File: src/rtl/conv_1st_loader.sv
// conv_1st_loader: loads bias words and packed pixel scan words into the first conv layer, then pulses sta
module conv_1st_loader #(
  parameter int NUM_PIX   = 300,
  parameter int NUM_BIAS  = 34,
  parameter int SCAN_IDLE = 127,
  parameter int BIAS_IDLE = 63
) (
  input  logic        clk,
  input  logic        rst,
  input  logic        start,
  input  logic        skip_bias,
  input  logic        bias_valid,
  input  logic [15:0] bias_data,
  output logic        bias_ready,
  input  logic        pix_valid,
  input  logic [7:0]  pix_data,
  output logic        pix_ready,
  output logic [39:0] scan_o,
  output logic [23:0] bias_o,
  output logic        sta,
  output logic        busy,
  output logic        done
);
  localparam int PW = $clog2(NUM_PIX);
  localparam logic [1:0] IDLE  = 2'd0;
  localparam logic [1:0] BIAS  = 2'd1;
  localparam logic [1:0] PIXEL = 2'd2;
  localparam logic [1:0] STA   = 2'd3;
  logic [1:0]    state;
  logic [PW-1:0] pix_cnt;
  logic [5:0]    bias_cnt;
  logic [23:0]   part;
  logic [31:0]   scan_data;
  logic [6:0]    scan_ptr;
  logic [15:0]   bias_q;
  logic [5:0]    bias_ptr;
  logic          sta_q;
  logic          busy_q;
  logic          bias_fire;
  logic          pix_fire;
  logic [1:0]    lane;
  logic          word_done;
  assign bias_ready = state == BIAS;
  assign pix_ready  = state == PIXEL;
  assign bias_fire  = bias_valid & bias_ready;
  assign pix_fire   = pix_valid & pix_ready;
  assign lane       = pix_cnt[1:0];
  assign word_done  = pix_fire & (lane == 2'd3);
  assign scan_o     = {scan_data, 1'b0, scan_ptr};
  assign bias_o     = {bias_q, 2'b00, bias_ptr};
  assign sta        = sta_q;
  assign done       = sta_q;
  assign busy       = busy_q;
  always_ff @(posedge clk or posedge rst) begin
    if (rst) begin
      state     <= IDLE;
      pix_cnt   <= '0;
      bias_cnt  <= '0;
      part      <= '0;
      scan_data <= '0;
      scan_ptr  <= 7'(SCAN_IDLE);
      bias_q    <= '0;
      bias_ptr  <= 6'(BIAS_IDLE);
      sta_q     <= 1'b0;
      busy_q    <= 1'b0;
    end else begin
      // sta lands one cycle after the last scan word so the buffer already holds it
      sta_q    <= state == STA;
      busy_q   <= state == IDLE ? start : 1'b1;
      bias_ptr <= bias_fire ? bias_cnt : 6'(BIAS_IDLE);
      scan_ptr <= word_done ? 7'(pix_cnt >> 2) : 7'(SCAN_IDLE);
      if (bias_fire) bias_q <= bias_data;
      if (bias_fire) bias_cnt <= bias_cnt + 6'd1;
      if (word_done) scan_data <= {pix_data, part};
      if (pix_fire && !word_done) part[{lane, 3'b000} +: 8] <= pix_data;
      if (pix_fire) pix_cnt <= pix_cnt + PW'(1);
      case (state)
        IDLE:    if (start) state <= skip_bias ? PIXEL : BIAS;
        BIAS:    if (bias_fire && bias_cnt == 6'(NUM_BIAS - 1)) state <= PIXEL;
        PIXEL:   if (pix_fire && pix_cnt == PW'(NUM_PIX - 1)) state <= STA;
        default: begin
          state    <= IDLE;
          pix_cnt  <= '0;
          bias_cnt <= '0;
        end
      endcase
    end
  end
endmodule

File: config.mk
export PLATFORM = sky130hd
export DESIGN_NAME = conv_1st_loader
export DESIGN_NICKNAME = d
export VERILOG_FILES = /design/src/rtl/conv_1st_loader.sv
export SDC_FILE = /design/constraint.sdc
export NUM_CORES = 1
export LEC_CHECK = 0
export ABC_AREA = 1
export BUFFER_PORTS_ARGS = -buffer_cell sky130_fd_sc_hd__buf_2
export CAP_MARGIN = 15
export CORE_ASPECT_RATIO = 1.75
export CORE_MARGIN = 5
export CORE_UTILIZATION = 44
export CTS_CLUSTER_DIAMETER = 60
export DETAILED_ROUTE_END_ITERATION = 8
export PLACE_DENSITY_LB_ADDON = 0.12
export SLEW_MARGIN = 20
export SYNTH_ARGS = -nofsm -noshare
export SYNTH_HDL_FRONTEND = slang
export SYNTH_SLANG_ARGS = --single-unit
File: constraint.sdc
create_clock -name clk -period 3.4 [get_ports clk]
set_input_delay 0.34 -clock clk [delete_from_list [all_inputs] [get_ports clk]]
set_output_delay 0.34 -clock clk [all_outputs]
set_load 0.01 [all_outputs]
-- Yosys cells after proc, flatten, opt, wreduce, memory -nomap -nowiden
Index checks and enable logic that the tools add are counted.
- flip-flop bits (word level): 104
- output and inout port bits: 69
- word-level logic and storage cells: 49
- input bits: 30
- shift operators: 2
- bitwise gates (word level): 3
- add/sub/neg operators: 3
- mux-type cells: 13
- reduce and logical (&&, ||, !) cells: 7
- equal/unequal tests: 11
- operator list (kind ; number):
    24-bit bitwise mux ; 1
    8-bit by 7-bit variable shift with 24-bit output, first input constant ; 1
    8-bit by 7-bit indexed part select with 24-bit output ; 1
    6-bit two-way mux ; 3
    9-bit two-way mux ; 2
    9-bit by 1-bit adder with 9-bit output, second input constant ; 1
    9-bit == test, second input constant ; 1
    2-bit two-way mux ; 4
    2-bit by 1-bit != test with 1-bit output, second input constant ; 4
    7-bit two-way mux ; 1
    5-bit negation with 7-bit output ; 1
    6-bit by 1-bit adder with 6-bit output, second input constant ; 1
    2-bit == test, second input constant ; 3
    6-bit == test, second input constant ; 1
    2-bit one-hot mux with 3 select lines ; 1
    1-bit bitwise AND ; 3
    1-bit logical AND ; 3
    3-bit AND reduction ; 1
    3-bit OR reduction ; 1
    2-bit by 1-bit == test with 1-bit output, second input constant ; 1
    2-bit zero test ; 1
    2-bit != test, second input constant ; 1
    1-bit zero test ; 1
    1-bit two-way mux ; 1

-- Longest topological paths before layout
Gate-level depths: netlist (run 1).
- word-level depth: 5
- gate-level depth with buffers: 10
- mapped depth without buffers: 10

-- Least setup slack after synthesis (run 1)
Ideal clock, no wire load.
- kind: flip-flop to flip-flop
- start point: register pix_cnt[0]
- end point: register part[2]
- path slack: 1.788 ns
- required time: 3.317 ns
- arrival: 1.530 ns
- clock period less this slack: 1.612 ns
- stages on the path, launching flop included: 7
- path buffers: 1
- setup time: 0.083 ns
- cell sequence: dfrtp_1 inv_1 ha_1 buf_2 nor3_2 nand3_1 o21ai_0
- word-level cells in the longest chain between the ends: 4
- elaborated cells between the ends (all ways): 8
- those cells by class: add/sub: 1; eq/ne: 1; shift: 2; mux: 1; bitwise: 1; reduce/logical: 2
- ends and longest elaborated chain (what ; line ; source):
    from (decl) ; 30 ; logic [PW-1:0] pix_cnt;
    from (signal assigned) ; 76 ; if (pix_fire) pix_cnt <= pix_cnt + PW'(1);
    branches (longest 4 deep; another with 5-bit negation with 7-bit output) ; -- ;
    to (signal, indexed assignment) ; 75 ; if (pix_fire && !word_done) part[{lane, 3'b000} +: 8] <= pix_data;
    to (decl) ; 32 ; logic [23:0] part;
Several ways; the timed one is not identified.
A chain may end at the register's enable or synchronous reset.

-- Worst setup path after layout (run 1)
- start point: register pix_cnt[0]
- end point: register part[3]
Same word-level chain as after synthesis.

==> results.cfg, run 1 <==
[outcome]
status = complete, no violations

[sta]
worst_pin_slew_ns = 0.854
layout_min_cycle_time_ns = 2.06
period_share_pct = 60.6
tns_ns = 0
slew-limit-headroom_pct = 43.0
setup_slack_ns = 1.34
clock.fmax_mhz = 486
clock_skew_ns = 0.00470
slew_viol_final = 0
final_hold_viol_count = 0
rsz0062_at_grt = false
report.final.setup_viol = 0

[worst_setup_path]
r2r_setup_slack_ns = 1.34
start_kind = flip-flop
crit_type = flip-flop to flip-flop
ff2ff_path_depth = 5
end_kind = flip-flop
cp_max_fo = 17
worstReg2RegEnd = part[3]$_DFFE_PP0P_
crit_arrival_ns = 2.32
cp.required_ns = 3.66
reg2reg_from = pix_cnt[0]$_DFFE_PP0P_

[synthesis]
synthMuxAreaShare_pct = 0
synth_area_per_cell_um2 = 9.45
synth_top_family_by_area = simple AND/OR/NAND/NOR gates
syn_area_um2 = 4390
yosys_warnings = 0
yosys.area_share.simple_pct = 21.0
synth_compound_area_share_pct = 8.05
synthCells = 464
ys_types = 29
synthTopCellsByCount = nand2_1 (136), dfrtp_1 (91), o21ai_0 (54), inv_1 (52), nand3_1 (21)
synth_top_cell_by_area = dfrtp_1
synth.top_cell.area_share_pct = 51.9
ys_seq_area_share_pct = 59.7
async_reset_ff_share_pct = 100
ys_seq_elements = 104
synth_xor_area_share_pct = 0
synth_flop_cell = dfrtp_1
synth_edf_count = 0
synth.area.top_cells = dfrtp_1 (52%), nand2_1 (12%), dfstp_2 (7.8%)
yosysMostFrequentCell = nand2_1
synth_fa_ha_area_share_pct = 3.14

[placed_design]
gp_congestion = 0.729
hpwlAfterDp_um = 7160
portBuffers = 95
post-place-cells = 668
pre_cts_slack_ns = 1.33

[routing]
wirelength_um = 9700
drc_errors = 0
num_vias = 3316
wl_per_cell_um = 14.2
dr.pass1.iters = 5
antenna_left = 0
via_per_inst = 4.85
drt_iter0_drc = 127

[clock_tree]
cts.repair.resized = 0
clkLatencyLatePin_ns = 0.34
htreeDepth = 3
numCtsBuffers = 9
hold_buffers = 0
cts_tree = yes
cts_setup_buffers = 0
clockBufferDepth = 2
cts.sinks = 104
cts-root-buf = clkbuf_16
clk_pin_slew_ns = 0.07

[finish]
seq_area_um2 = 2620
fillers = 932
nNetsFinal = 595
multi_input_area_um2 = 1420
drive_gt1_share_pct = 25.2
syn_to_final_growth_pct = 20.2
instances_no_fill = 684
antenna_cells = 0

[grt]
grt_pass1_vias = 3402
grt_start_max_net_pins = 71
antenna_found_initial = 0
grt_usage_pct = 17.2
grt-ovfl-total = 0
grt_pass1_wl_um = 16400

[floorplan]
start_util_pct = 44.8
ios = 99
row_count = 48
die_w_um = 85.5
die_area_um2 = 12100
die_y_um = 142
core_area_um2 = 9790

[pwr]
p_per_area_nw_per_um2 = 844
p_total_mw = 4.45
power_leakage_nw = 2.76
ir_worst_vdd_v = 0.000346

[min_path]
hold_path_class = primary input to asynchronous set/reset pin

[run]
drv_cap = 0
[power breakdown]
| group | switching [mW] | internal (mW) | total [mW] | leakage (nW) |
|---|---|---|---|---|
| Clock | 0.435 | 0.781 | 1.22 | 0.179 |
| Sequential | 0.206 | 1.67 | 1.88 | 1.33 |
| Combinational | 0.872 | 0.482 | 1.35 | 1.25 |
[cell usage in the layout (no fill, tap or decap), drive strengths merged]
cell type / count
nand3: 21
nor3: 5
buf: 98
clkbuf: 12
or2: 3
ha: 11
dfstp: 13
a21oi: 9
nand2: 138
o21ai: 57
dfrtp: 91
bufinv: 3
clkinv: 1
inv: 55
nand4: 14
o31ai: 1
conb: 3
nor2: 23
a211oi: 1
[kinds of logic after synthesis]
group	Yosys count
buffers and inverters	76
adder cells (fa/ha/maj)	11
AND/OR/NAND/NOR	204
flip-flops	104
other	1
AO/OA/AOI/OAI	68
[layout make-up]
type                            count  share of cell area, %
Tap cell                          125                   2.97
Clock buffer                       12                   5.05
Sequential cell                   104                   49.7
Inverter                           55                   4.01
Timing Repair Buffer               98                   9.44
Clock inverter                      4                   1.87
Multi-Input combinational cell    286                   27.0
[worst max-delay path: stages (launching register included)]
cell     delay, ns
dfrtp_1       0.48
inv_1         0.18
ha_1          0.56
nor3_2        0.53
nand3_1       0.14
o21ai_0       0.09
[worst max-delay path by stage]
stage	end	start	slack, ns	cells after the start
2_1_floorplan	bias_cnt[0]$_DFFE_PP0P_	rst	0.35	1
3_3_place_gp	part[3]$_DFFE_PP0P_	pix_cnt[0]$_DFFE_PP0P_	1.35	5
3_5_place_dp	part[3]$_DFFE_PP0P_	pix_cnt[0]$_DFFE_PP0P_	1.33	5
4_1_cts	part[3]$_DFFE_PP0P_	pix_cnt[0]$_DFFE_PP0P_	1.31	5
5_1_grt	part[6]$_DFFE_PP0P_	pix_cnt[0]$_DFFE_PP0P_	1.08	5
6_report	part[3]$_DFFE_PP0P_	pix_cnt[0]$_DFFE_PP0P_	1.34	5
[layer usage]
layer  GRT usage (%)  vias up  wire, µm
met3            3.24       17       425
met1            19.1     1592      3740
met4            6.01        0       191
met5               0        -         0
li1                -     1633         -
met2            32.1       74      5350
[flip-flops by register name (all words and copies together) (netlist names)]
register   flops
busy           1
bias_q        16
part          24
done           1
bias_ptr       6
pix_cnt        9
bias_cnt       6
scan_data     32
state          2
scan_ptr       7
[stage by stage]
| stage | hold WS, ns | util, % | area (µm²) |
|---|---|---|---|
| after floorplan | 0.443 | - | 4390 |
| after global placement | 0.457 | 50.1 | 4910 |
| after detailed placement | 0.459 | 50.1 | 4910 |
| after CTS | 0.176 | 53.9 | 5270 |
| after global routing | 0.191 | 53.9 | 5270 |
| final | 0.164 | 53.9 | 5270 |
(Power assumes the default switching activity.)
==> run 2: changes to the inputs <==
ABC_AREA = 0   (was 1)
clock period = 2.1 ns   (was 3.4 ns; I/O delays follow)
==> run 2 against run 1 <==
The run now ends with hold timing left. Count of clock-buffer cells in the layout unchanged. Core utilization rose by 0.90 points. Register-to-register slack worse by 1.2 ns. Maximum frequency rose by 5.1%. Sequential share of layout area grew 0.84 points. Combinational power rose by 36%. Routed wire length down 6.3%. First-iteration DRC count decreased by 7.1%.
==> results.cfg, run 2 <==
[grt]
antenna_found_initial = 0
grt-ovfl-total = 0
grt_pass1_wl_um = 15400
grt_start_max_net_pins = 105
grt_usage_pct = 16.1
grt_pass1_vias = 3148

[routing]
wirelength_um = 9090
wl_per_cell_um = 14.3
antenna_left = 0
drc_errors = 0
dr.pass1.iters = 4
drt_iter0_drc = 118
num_vias = 3052
via_per_inst = 4.80

[sta]
period_share_pct = 93.3
clock_skew_ns = 0.00650
slew_viol_final = 0
tns_ns = 0
final_hold_viol_count = 2
hold_ws_ns = -0.00125
worst_pin_slew_ns = 0.560
slew-limit-headroom_pct = 62.7
report.final.setup_viol = 0
rsz0062_at_grt = false
layout_min_cycle_time_ns = 1.96
clock.fmax_mhz = 511

[floorplan]
core_area_um2 = 9470
die_w_um = 84.3
ios = 99
die_area_um2 = 11800
start_util_pct = 44.9
row_count = 47
die_y_um = 140

[finish]
syn_to_final_growth_pct = 21.9
final_cell_mix = nand2_1 (159), buf_2 (95), dfrtp_1 (91), o21ai_0 (19), mux2_2 (14)
top_regs = scan_data: 32 flops, part: 24 flops, bias_q: 16 flops
drive_gt1_share_pct = 29.6
instances_no_fill = 636
antenna_cells = 0
top_register = scan_data
fillers = 880
nNetsFinal = 550
layout_commonest_cell = nand2_1
largest_reg_flops = 32

[pwr]
p_per_area_nw_per_um2 = 1250
ir_worst_vdd_v = 0.000680
p_total_mw = 6.48
power_leakage_nw = 2.62

[synthesis]
synth_flop_cell = dfrtp_1
yosys_warnings = 0
yosysMostFrequentCell = nand2_1
synth.area.top_cells = dfrtp_1 (54%), nand2_1 (14%), dfstp_2 (8.0%)
ys_types = 36
ys_seq_area_share_pct = 61.6
synth_area_per_cell_um2 = 10.3
synthCells = 415
syn_area_um2 = 4250
async_reset_ff_share_pct = 100
ys_seq_elements = 104
synthTopCellsByCount = nand2_1 (159), dfrtp_1 (91), o21ai_0 (19), clkbuf_1 (15), mux2_2 (14)
synth_top_cell_by_area = dfrtp_1
synth_edf_count = 0
synth.top_cell.area_share_pct = 53.5

[worst_setup_path]
cp_max_fo = 6
cp-startpoint = pix_cnt[6]$_DFFE_PP0P_
crit_arrival_ns = 2.18
max_stage_delay_ns = 0.55
path_cells = or4b_1 > o41ai_2 > nand3_2 > mux2_4
reg2reg_from = pix_cnt[6]$_DFFE_PP0P_
slowest_stage = or4b_1
start_kind = flip-flop
crit_type = flip-flop to flip-flop
end_kind = flip-flop
cp.required_ns = 2.32

[placed_design]
hpwlAfterDp_um = 6530
post-place-cells = 620
portBuffers = 95
gp_congestion = 0.824

[clock_tree]
cts_tree = yes
cts.repair.resized = 0
clkLatencyLatePin_ns = 0.34
cts.sinks = 104
numCtsBuffers = 9
cts-root-buf = clkbuf_16
clk_pin_slew_ns = 0.07
hold_buffers = 0
htreeDepth = 3
clockBufferDepth = 2
cts_setup_buffers = 0

[outcome]
violations = hold timing
status = finished, violations left

[min_path]
hold_path_class = primary input to asynchronous set/reset pin

[run]
drv_cap = 0
==> run 2: routing by layer <==
metal,vias to the layer above,routed length (µm),GRT usage (%)
met5,-,0,0
met2,89,4660,27.7
met3,15,630,4.52
met1,1438,3610,18.6
li1,1510,-,-
met4,0,201,7.01
==> run 2: metrics by stage <==
step,worst slack (ns),hold WS (ns),utilization (%),cell area [µm²]
floorplan,0.162,0.315,-,4270
global placement,0.224,0.407,51.4,4860
detailed placement,0.144,0.418,51.4,4860
CTS,0.126,0.0483,54.7,5180
global route,0.0629,0.0789,54.8,5180
finish,0.142,-0.00125,54.8,5180
==> run 2: kinds of logic (layout without fill, tap and decap cells) <==
| logic type | count (synthesis) | in the layout | synth area share, % |
|---|---|---|---|
| other | 1 | 3 | 0.0882 |
| xor gates and xnor gates | 9 | 9 | 1.85 |
| buffers and inverters | 27 | 124 | 2.74 |
| adders and majority gates | 11 | 11 | 3.24 |
| and+or+nand+nor | 209 | 209 | 21.1 |
| AOI/OAI and AO/OA | 37 | 37 | 4.88 |
| muxes | 17 | 17 | 4.59 |
| DFF | 104 | 104 | 61.6 |
==> run 2: path summary, 6_finish.rpt <==
kind / to / slack (ns) / depth (start not counted)
worst max-delay path: state[1]$_DFFE_PP0P_ / 0.14 / 4
worst max register to register: state[1]$_DFFE_PP0P_ / 0.14 / 4
worst min register to register: scan_data[16]$_DFFE_PP0N_ / 0.47 / 2
min in group clk: bias_q[3]$_DFFE_PP0P_ / 0.10 / 2
max in group asynchronous: bias_ptr[0]$_DFF_PP1_ / 1.64 / 3
worst min-delay path: bias_q[3]$_DFFE_PP0P_ / -0.001 / 3
==> run 2: layout make-up <==
cell class,instances,area [µm²],share of cell area (%)
repair buffers,102,541,10.4
flip-flops and latches,104,2620,50.5
inverters,6,26.3,0.507
clock inverters,4,51.3,0.989
well taps,122,153,2.94
clock buffers,12,267,5.14
multi-input cells,286,1530,29.5
==> run 2: worst max-delay path: cells and delay by family, from the launching register on <==
kind	cells	cell delay, ns
multiplexers	1	0.32
flip-flops	1	0.42
AO/OA/AOI/OAI	1	0.40
AND/OR/NAND/NOR	2	0.70
==> run 2: power breakdown <==
| part | switching [mW] | internal [mW] | total, mW |
|---|---|---|---|
| clock | 0.710 | 1.02 | 1.73 |
| combinational | 1.03 | 0.806 | 1.83 |
| sequential | 0.315 | 2.60 | 2.92 |
